File: src/rtl/clk_pkg.sv
// rtl/clk_pkg.sv - shared constants and types for the NCO clock-enable generator
package clk_pkg;

  localparam int ACC_W_DEF = 24;

  typedef logic [ACC_W_DEF-1:0] acc_t;

  typedef enum logic {
    SETTLE = 1'b0,
    LOCKED = 1'b1
  } settle_state_e;

endpackage

File: src/rtl/clk_nco_chan.sv
// rtl/clk_nco_chan.sv - one NCO channel: phase accumulator, increment register, carry strobe
// Optional square output under CLK_SQ_OUT_EN.
module clk_nco_chan
  import clk_pkg::*;
#(
  parameter int               ACC_W       = ACC_W_DEF,
  parameter logic [ACC_W-1:0] INC_DEFAULT = '0
) (
  input  logic             sys_clk,
  input  logic             rst,
  input  logic             wr,
  input  logic [ACC_W-1:0] wr_inc,
  input  logic             wr_phase_rst,
  output logic             clk_en
`ifdef CLK_SQ_OUT_EN
  ,
  output logic             clk_sq
`endif
);

  logic [ACC_W-1:0] acc;
  logic [ACC_W-1:0] inc;
  logic [ACC_W:0]   sum;

  // The add in a write cycle still uses the old increment.
  assign sum = {1'b0, acc} + {1'b0, inc};

  always_ff @(posedge sys_clk) begin
    if (rst) begin
      acc    <= '0;
      inc    <= INC_DEFAULT;
      clk_en <= 1'b0;
    end else begin
      if (wr) begin
        inc <= wr_inc;
      end
      if (wr && wr_phase_rst) begin
        acc    <= '0;
        clk_en <= 1'b0;
      end else begin
        acc    <= sum[ACC_W-1:0];
        clk_en <= sum[ACC_W];
      end
    end
  end

`ifdef CLK_SQ_OUT_EN
  always_ff @(posedge sys_clk) begin
    if (rst || (wr && wr_phase_rst)) begin
      clk_sq <= 1'b0;
    end else begin
      clk_sq <= acc[ACC_W-1];
    end
  end
`endif

endmodule

File: src/rtl/clk_nco_gen.sv
// rtl/clk_nco_gen.sv - multi-channel NCO clock-enable generator with settle/lock and peripheral reset
// Define CLK_SQ_OUT_EN to add the per-channel clk_sq square-wave outputs.
module clk_nco_gen
  import clk_pkg::*;
#(
  parameter int               NCH         = 4,
  parameter int               ACC_W       = ACC_W_DEF,
  parameter logic [ACC_W-1:0] INC_DEFAULT = '0,
  parameter int               SETTLE_CYC  = 16,
  localparam int              SEL_W       = (NCH > 1) ? $clog2(NCH) : 1
) (
  input  logic             sys_clk,
  input  logic             rst,
  input  logic             cfg_we,
  input  logic [SEL_W-1:0] cfg_sel,
  input  logic [ACC_W-1:0] cfg_inc,
  input  logic             cfg_phase_rst,
  output logic [NCH-1:0]   clk_en,
  output logic             locked,
  output logic             rst_out
`ifdef CLK_SQ_OUT_EN
  ,
  output logic [NCH-1:0]   clk_sq
`endif
);

  localparam int               CNT_W    = (SETTLE_CYC > 1) ? $clog2(SETTLE_CYC) : 1;
  localparam logic [CNT_W-1:0] CNT_LOAD = CNT_W'(SETTLE_CYC - 1);

  logic [NCH-1:0] hit;
  logic           wr_valid;

  // Out-of-range selects match no channel, so they neither write nor restart settle.
  always_comb begin
    hit = '0;
    for (int i = 0; i < NCH; i++) begin
      hit[i] = cfg_we && (cfg_sel == SEL_W'(i));
    end
  end

  assign wr_valid = |hit;

  for (genvar g = 0; g < NCH; g++) begin : g_chan
    clk_nco_chan #(
      .ACC_W       (ACC_W),
      .INC_DEFAULT (INC_DEFAULT)
    ) u_chan (
      .sys_clk      (sys_clk),
      .rst          (rst),
      .wr           (hit[g]),
      .wr_inc       (cfg_inc),
      .wr_phase_rst (cfg_phase_rst),
      .clk_en       (clk_en[g])
`ifdef CLK_SQ_OUT_EN
      ,
      .clk_sq       (clk_sq[g])
`endif
    );
  end

  settle_state_e    state;
  settle_state_e    state_nxt;
  logic [CNT_W-1:0] cnt;
  logic [CNT_W-1:0] cnt_nxt;
  logic             rst_out_nxt;

  always_ff @(posedge sys_clk) begin
    if (rst) begin
      state   <= SETTLE;
      cnt     <= CNT_LOAD;
      rst_out <= 1'b1;
    end else begin
      state   <= state_nxt;
      cnt     <= cnt_nxt;
      rst_out <= rst_out_nxt;
    end
  end

  // rst_out only ever clears, on the first entry to LOCKED after reset.
  always_comb begin
    state_nxt   = state;
    cnt_nxt     = cnt;
    rst_out_nxt = rst_out;
    case (state)
      SETTLE: begin
        if (wr_valid) begin
          cnt_nxt = CNT_LOAD;
        end else if (cnt == '0) begin
          state_nxt   = LOCKED;
          rst_out_nxt = 1'b0;
        end else begin
          cnt_nxt = cnt - CNT_W'(1);
        end
      end
      LOCKED: begin
        if (wr_valid) begin
          state_nxt = SETTLE;
          cnt_nxt   = CNT_LOAD;
        end
      end
    endcase
  end

  assign locked = (state == LOCKED);

endmodule
File: config.mk
export PLATFORM = sky130hd
export DESIGN_NAME = clk_nco_gen
export DESIGN_NICKNAME = d
export VERILOG_FILES = /design/src/rtl/clk_pkg.sv /design/src/rtl/clk_nco_chan.sv /design/src/rtl/clk_nco_gen.sv
export SDC_FILE = /design/constraint.sdc
export NUM_CORES = 1
export LEC_CHECK = 0
export CAP_MARGIN = 30
export CORE_ASPECT_RATIO = 0.8
export CORE_MARGIN = 3
export CORE_UTILIZATION = 60
export DETAILED_ROUTE_END_ITERATION = 8
export PLACE_DENSITY_LB_ADDON = 0.1
export SLEW_MARGIN = 25
export SYNTH_ARGS = -nofsm -noshare
export SYNTH_HDL_FRONTEND = slang
export SYNTH_HIERARCHICAL = 1
export SYNTH_SLANG_ARGS = --single-unit
File: constraint.sdc
create_clock -name sys_clk -period 3.8 [get_ports sys_clk]
set_input_delay 0.38 -clock sys_clk [delete_from_list [all_inputs] [get_ports sys_clk]]
set_output_delay 0.38 -clock sys_clk [all_outputs]
set_load 0.02 [all_outputs]
* After elaboration in Yosys (flattened, before gate mapping)
Cells that the tools add are included.
** Storage, ports and cells
- Register bits after elaboration :: 202
- Input bits :: 30
- Output and inout bits :: 6
- Logic and storage cells :: 52
** Operators by class
- Add/sub/neg operators :: 5
- Equal/unequal tests :: 5
- Muxes and demuxes :: 8
- Bitwise gates (word level) :: 2
- Reductions and logical operators :: 17
** Operators by type and width (count)
- adder 24 x 24 -> 25 bit :: 4
- two-way mux 4 bit :: 3
- logical AND 1 bit :: 8
- case mux 4 bit (2 select lines) :: 1
- OR reduction 2 bit :: 4
- equality test 2 bit (second input constant) :: 2
- zero test 4 bit :: 1
- OR reduction 4 bit :: 1
- subtractor 4 x 1 -> 4 bit (second input constant) :: 1
- two-way mux 1 bit :: 3
- inequality test 3 bit (second input constant) :: 1
- AND reduction 3 bit :: 1
- equality test 2 x 1 -> 1 bit (second input constant) :: 1
- zero test 2 bit :: 1
- inequality test 2 bit (second input constant) :: 1
- NOT 1 bit :: 2
- case mux 1 bit (2 select lines) :: 1
- AND reduction 2 bit :: 1

* Longest topological paths before layout
- Word-level depth :: 5
- Depth in mapped cells :: 9
- Mapped depth without buffers :: 9

* By module
The synthesis kept the hierarchy.
** Modules (own cells, without submodules)
- clk_nco_chan at g_chan[0].u_chan ... :: times used 2, cells an instance 325, area each 2824.0 sq um
- clk_nco_chan at g_chan[2].u_chan ... :: times used 2, cells an instance 302, area each 2741.4 sq um
- clk_nco_gen :: times used 1, cells an instance 35, area each 307.8 sq um

* Worst setup path before layout
No wires, ideal clock.
- Kind :: flip-flop to flip-flop
- Start point :: register g_chan[2].u_chan.acc[0]
- End point :: register g_chan[2].u_chan.clk_en
- Arrival :: 2.104 ns
- Required time :: 3.684 ns
- Setup slack :: 1.579 ns
- Stages on the path, launching flop included :: 10
- Buffers on the path :: 0
- Clock period less this slack :: 2.221 ns
- Path through :: dfxtp_1 > ha_1 > fa_1 > a211oi_1 > nor3_1 > nor4_1 > o21ai_1 > o41ai_2 > o21ai_1 > o211a_1
** Between the ends
- Cells in the longest elaborated chain, start to end :: 1
** RTL lines
- start: declaration :: RTL line clk_nco_chan.sv:21 : logic [ACC_W-1:0] acc;
- start signal: assignment :: RTL line clk_nco_chan.sv:41 : acc <= sum[ACC_W-1:0];
- adder 24 x 24 -> 25 bit :: RTL line clk_nco_chan.sv:26 : assign sum = {1'b0, acc} + {1'b0, inc};
- end signal: assignment :: RTL line clk_nco_chan.sv:42 : clk_en <= sum[ACC_W];
- end: declaration :: RTL line clk_nco_chan.sv:14 : output logic clk_en
No other way between the ends.
A chain may end at the register's enable or synchronous reset.

* Final worst setup path
- Start point :: register g_chan[2].u_chan.inc[0]
- End point :: register g_chan[2].u_chan.acc[20]
** Between the ends
- Cells in the longest elaborated chain, start to end :: 1
** RTL lines
- start: declaration :: RTL line clk_nco_chan.sv:22 : logic [ACC_W-1:0] inc;
- start signal: assignment :: RTL line clk_nco_chan.sv:35 : inc <= wr_inc;
- adder 24 x 24 -> 25 bit :: RTL line clk_nco_chan.sv:26
No other way between the ends.

==> summary.md <==
| Metric | Value |
|---|---|
| Hold Crit Class | `input port to flop` |
| Ports | `36` |
| R2R Path End | `g_chan[2].u_chan/acc[20]$_SDFF_PP0_` |
| Rel. slew slack | `41.74%` |
| DR vias | `9456` |
| Global route overflow | `0` |
| FP Rows | `44` |
| Synthesized flop and latch total | `202` |
| Detailed-route wire length per cell | `17.70 um` |
| Final setup fails | `0` |
| Synth-to-layout area growth | `10.86%` |
| Routed WL | `27790 um` |
| Yosys top cell area share | `a little over a third` |
| Final Non-Filler Cells | `1570` |
| Worst-path clk slew | `approximately 0.060 ns` |
| Length in cells of the worst reg-to-reg path | `9` |
| Leakage | `5.323 nW` |
| Part of the cycle the worst path needs | `~66%` |
| Global-route wire length before repair | `44840 um` |
| Final nets | `approximately 1400` |
| Via density | `roughly 6` |
| Worst Skew | `between 0.009 and 0.01 ns` |
| Final-layout fill cell count | `between 1500 and 2000` |
| DRT antenna net count | `0` |
| CTS tree | `built` |
| Critical path fanouts, max | `3` |
| Max-slew violations | `0` |
| Clk root buf | `clkbuf_16` |
| Seq/Total Area, Yosys | `approximately 35%` |
| CTS Buffer Depth | `3` |
| Antenna diodes | `0` |
| Total chip power | `~5.1 mW` |
| Synth area leader | `dfxtp_1` |
| Die Height | `approximately 130 um` |
| Routability Congestion | `0.9351` |
| Worst slew pin tran | `0.8739 ns` |
| Final worst path period need | `roughly 2.5 ns` |
| H-tree Lvls | `1` |
| Netlist cell types | `68` |
| Largest net degree at the start of global routing | `80` |
| Max Clk Rate | `397.2 MHz` |
| WP data required | `4.19 ns` |
| Clk sink count | `202` |
| Layout cells sized above 1 | `6.834%` |
| Starting Density | `62.02%` |
| Number of global-route vias before repair | `8754` |
| Hold Startpoint | `rst` |
| Post-Syn Nets | `1421` |
| RSZ-0062 raised after global routing | `no` |
| Crit path DAT | `2.91 ns` |
| CP endpoint kind | `flop` |
| Post-synth EDFFs | `0` |
| Total CTS buffers | `22` |
| YS warnings | `6` |
| Hold path depth | `2` |
| Placed Cells | `1532` |
| Initial drt markers | `between 600 and 700` |
| Overall Global Routing Usage | `26.41%` |
| Post-route setup TNS | `0 ns` |
| Setup crit start kind | `flop` |
| Final Hold Vio Count | `0` |
| WHS Endpoint | `g_chan[3].u_chan/inc[16]$_SDFFE_PP0P_` |
| Clock Latency Late Sink | `0.51 ns` |
| Die area | `20770 um2` |
| DRC Markers | `0` |
| Most common flop cell mapped by yosys | `dfxtp_1` |
| Postcts setup bufs | `0` |
| Reg-to-reg setup timing slack | `1.28 ns` |
| 1st-pass router iterations | `5` |
| Async set or reset register ratio after synthesis | `0%` |
| Core area | `18440 um2` |
| Outcome | `completed` |
| Reg2reg start | `g_chan[2].u_chan/inc[0]$_SDFFE_PP0P_` |
| VDD IR max | `0.4395 mV` |
| Initial antenna violation count | `0` |
| DP Wirelength | `19680 um` |
| Max Cap Viol | `0` |
| Post-Synthesis Cells | `1289` |
| Post-CTS sizing | `0` |
| # port buffers | `35` |
| Area contributors post-synth | `dfxtp_1 35%, ha_1 11%, mux2i_1 8.8%` |
| Cell area after synthesis | `roughly 11000 um2` |
| Critical path type | `flop to flop` |
| Post-synthesis area per instance | `just under 9 um2` |
| Die Wd | `160.4 um` |
| Pwr per Cell Area | `399.8 nW/um2` |
| Number of hold buffers added after cts | `0` |
## cells in the final DEF (no fill, tap or decap), types with 5 or more instances in the layout
master / n
a211oi_1: 18
a21o_1: 51
a21oi_1: 85
a21oi_2: 8
a31oi_1: 11
and2_1: 14
and3_1: 11
buf_4: 10
clkbuf_16: 23
clkdlybuf4s50_1: 34
dfxtp_1: 202
ha_1: 98
inv_1: 16
mux2i_1: 100
nand2_1: 56
nand2b_1: 9
nand3_1: 25
nand4_1: 20
nor2_1: 203
nor2b_1: 9
nor3_1: 50
nor3b_1: 5
o211a_1: 5
o211ai_1: 12
o21a_1: 24
o21ai_0: 27
o21ai_1: 18
o21bai_1: 10
xnor2_1: 24
xor2_1: 30
## sequential cells by signal, summed over array words and instances (netlist names)
register,flops
g_chan.u_chan/clk_en,4
cnt,4
locked,1
rst_out,1
g_chan.u_chan/acc,96
g_chan.u_chan/inc,96
## power by group
group	internal [mW]	total [mW]	switching, mW
sequential	2.21	2.26	0.0431
clock	1.35	2.22	0.869
combinational	0.233	0.595	0.363
## layer usage
layer | vias to the layer above | wire length [um] | part of all wire [%] | GRT usage [%]
li1 | 4729 | - | - | -
met1 | 4450 | 13950 | 50 | 38.80
met2 | 230 | 11680 | 42 | 40.77
met3 | 47 | 1262 | 4.5 | 2.972
met4 | 0 | 901 | 3.2 | 8.724
met5 | - | 0 | 0 | 0
## synthesized netlist by cell type, drive strengths merged (10+ instances only)
cell type / n
a211oi: 20
a21o: 51
a21oi: 93
a31oi: 11
and2: 14
and3: 15
buf: 20
clkbuf: 34
dfxtp: 202
ha: 98
inv: 16
mux2i: 100
nand2: 56
nand3: 25
nand4: 20
nor2: 204
nor3: 52
o211ai: 12
o21a: 24
o21ai: 45
o21bai: 10
xnor2: 24
xor2: 30
## cell families (layout without fill, tap and decap cells)
logic type                 after synthesis  in the layout  share of synthesized area (%)
adders and majority gates              102            102                          11.42
AOI/OAI and AO/OA                      323            323                          19.51
and+or+nand+nor                        438            438                          18.05
muxes                                  100            100                          8.751
buffers and inverters                   70             98                          2.778
DFF                                    202            202                          35.35
xor gates and xnor gates                54             54                          4.135
## layout make-up
| type | count | area, um2 | share of cell area, % |
|---|---|---|---|
| Sequential cell | 202 | 4044 | 31.89 |
| Tap cell | 253 | 316.6 | 2.496 |
| Inverter | 16 | 60.06 | 0.4736 |
| Timing Repair Buffer | 44 | 415.4 | 3.276 |
| Clock inverter | 10 | 141.4 | 1.115 |
| Clock buffer | 28 | 614.3 | 4.845 |
| Multi-Input combinational cell | 1017 | 7089 | 55.91 |
## worst max path at each step
stage                                         start                                  end  slack [ns]  depth (start not counted)
2_1_floorplan    g_chan[2].u_chan/acc[0]$_SDFF_PP0_   g_chan[2].u_chan/clk_en$_SDFF_PP0_        1.58                          9
3_3_place_gp                                 cfg_we  g_chan[2].u_chan/acc[23]$_SDFF_PP0_        1.28                          7
3_5_place_dp                                 cfg_we  g_chan[2].u_chan/acc[23]$_SDFF_PP0_        1.20                          7
4_1_cts          g_chan[2].u_chan/acc[0]$_SDFF_PP0_  g_chan[2].u_chan/acc[20]$_SDFF_PP0_        1.27                          9
5_1_grt        g_chan[3].u_chan/inc[0]$_SDFFE_PP0P_  g_chan[3].u_chan/acc[20]$_SDFF_PP0_        1.12                          9
6_report       g_chan[2].u_chan/inc[0]$_SDFFE_PP0P_  g_chan[2].u_chan/acc[20]$_SDFF_PP0_        1.28                          9
## critical path, cell delays in order, from the launching register on
cell and delay [ns]:
dfxtp_1 0.31, ha_1 0.21, fa_1 0.43, a211oi_1 0.36
nor3_1 0.15, nor4_1 0.20, o21ai_1 0.16, o41ai_2 0.34
xor2_1 0.19, nor2_1 0.06
## through the flow
stage / util, % / cell area, um2 / setup slack, ns / hold slack, ns
after floorplan: - / 11440 / 1.579 / 0.4646
after global routing: 68.76 / 12680 / 1.117 / 0.4782
final: 68.76 / 12680 / 1.282 / 0.4435
after CTS: 68.76 / 12680 / 1.272 / 0.4512
after detailed placement: 64.66 / 11930 / 1.198 / 0.4430
after global placement: 64.66 / 11930 / 1.278 / 0.4331
No activity file was read; power rests on OpenSTA's default activity.
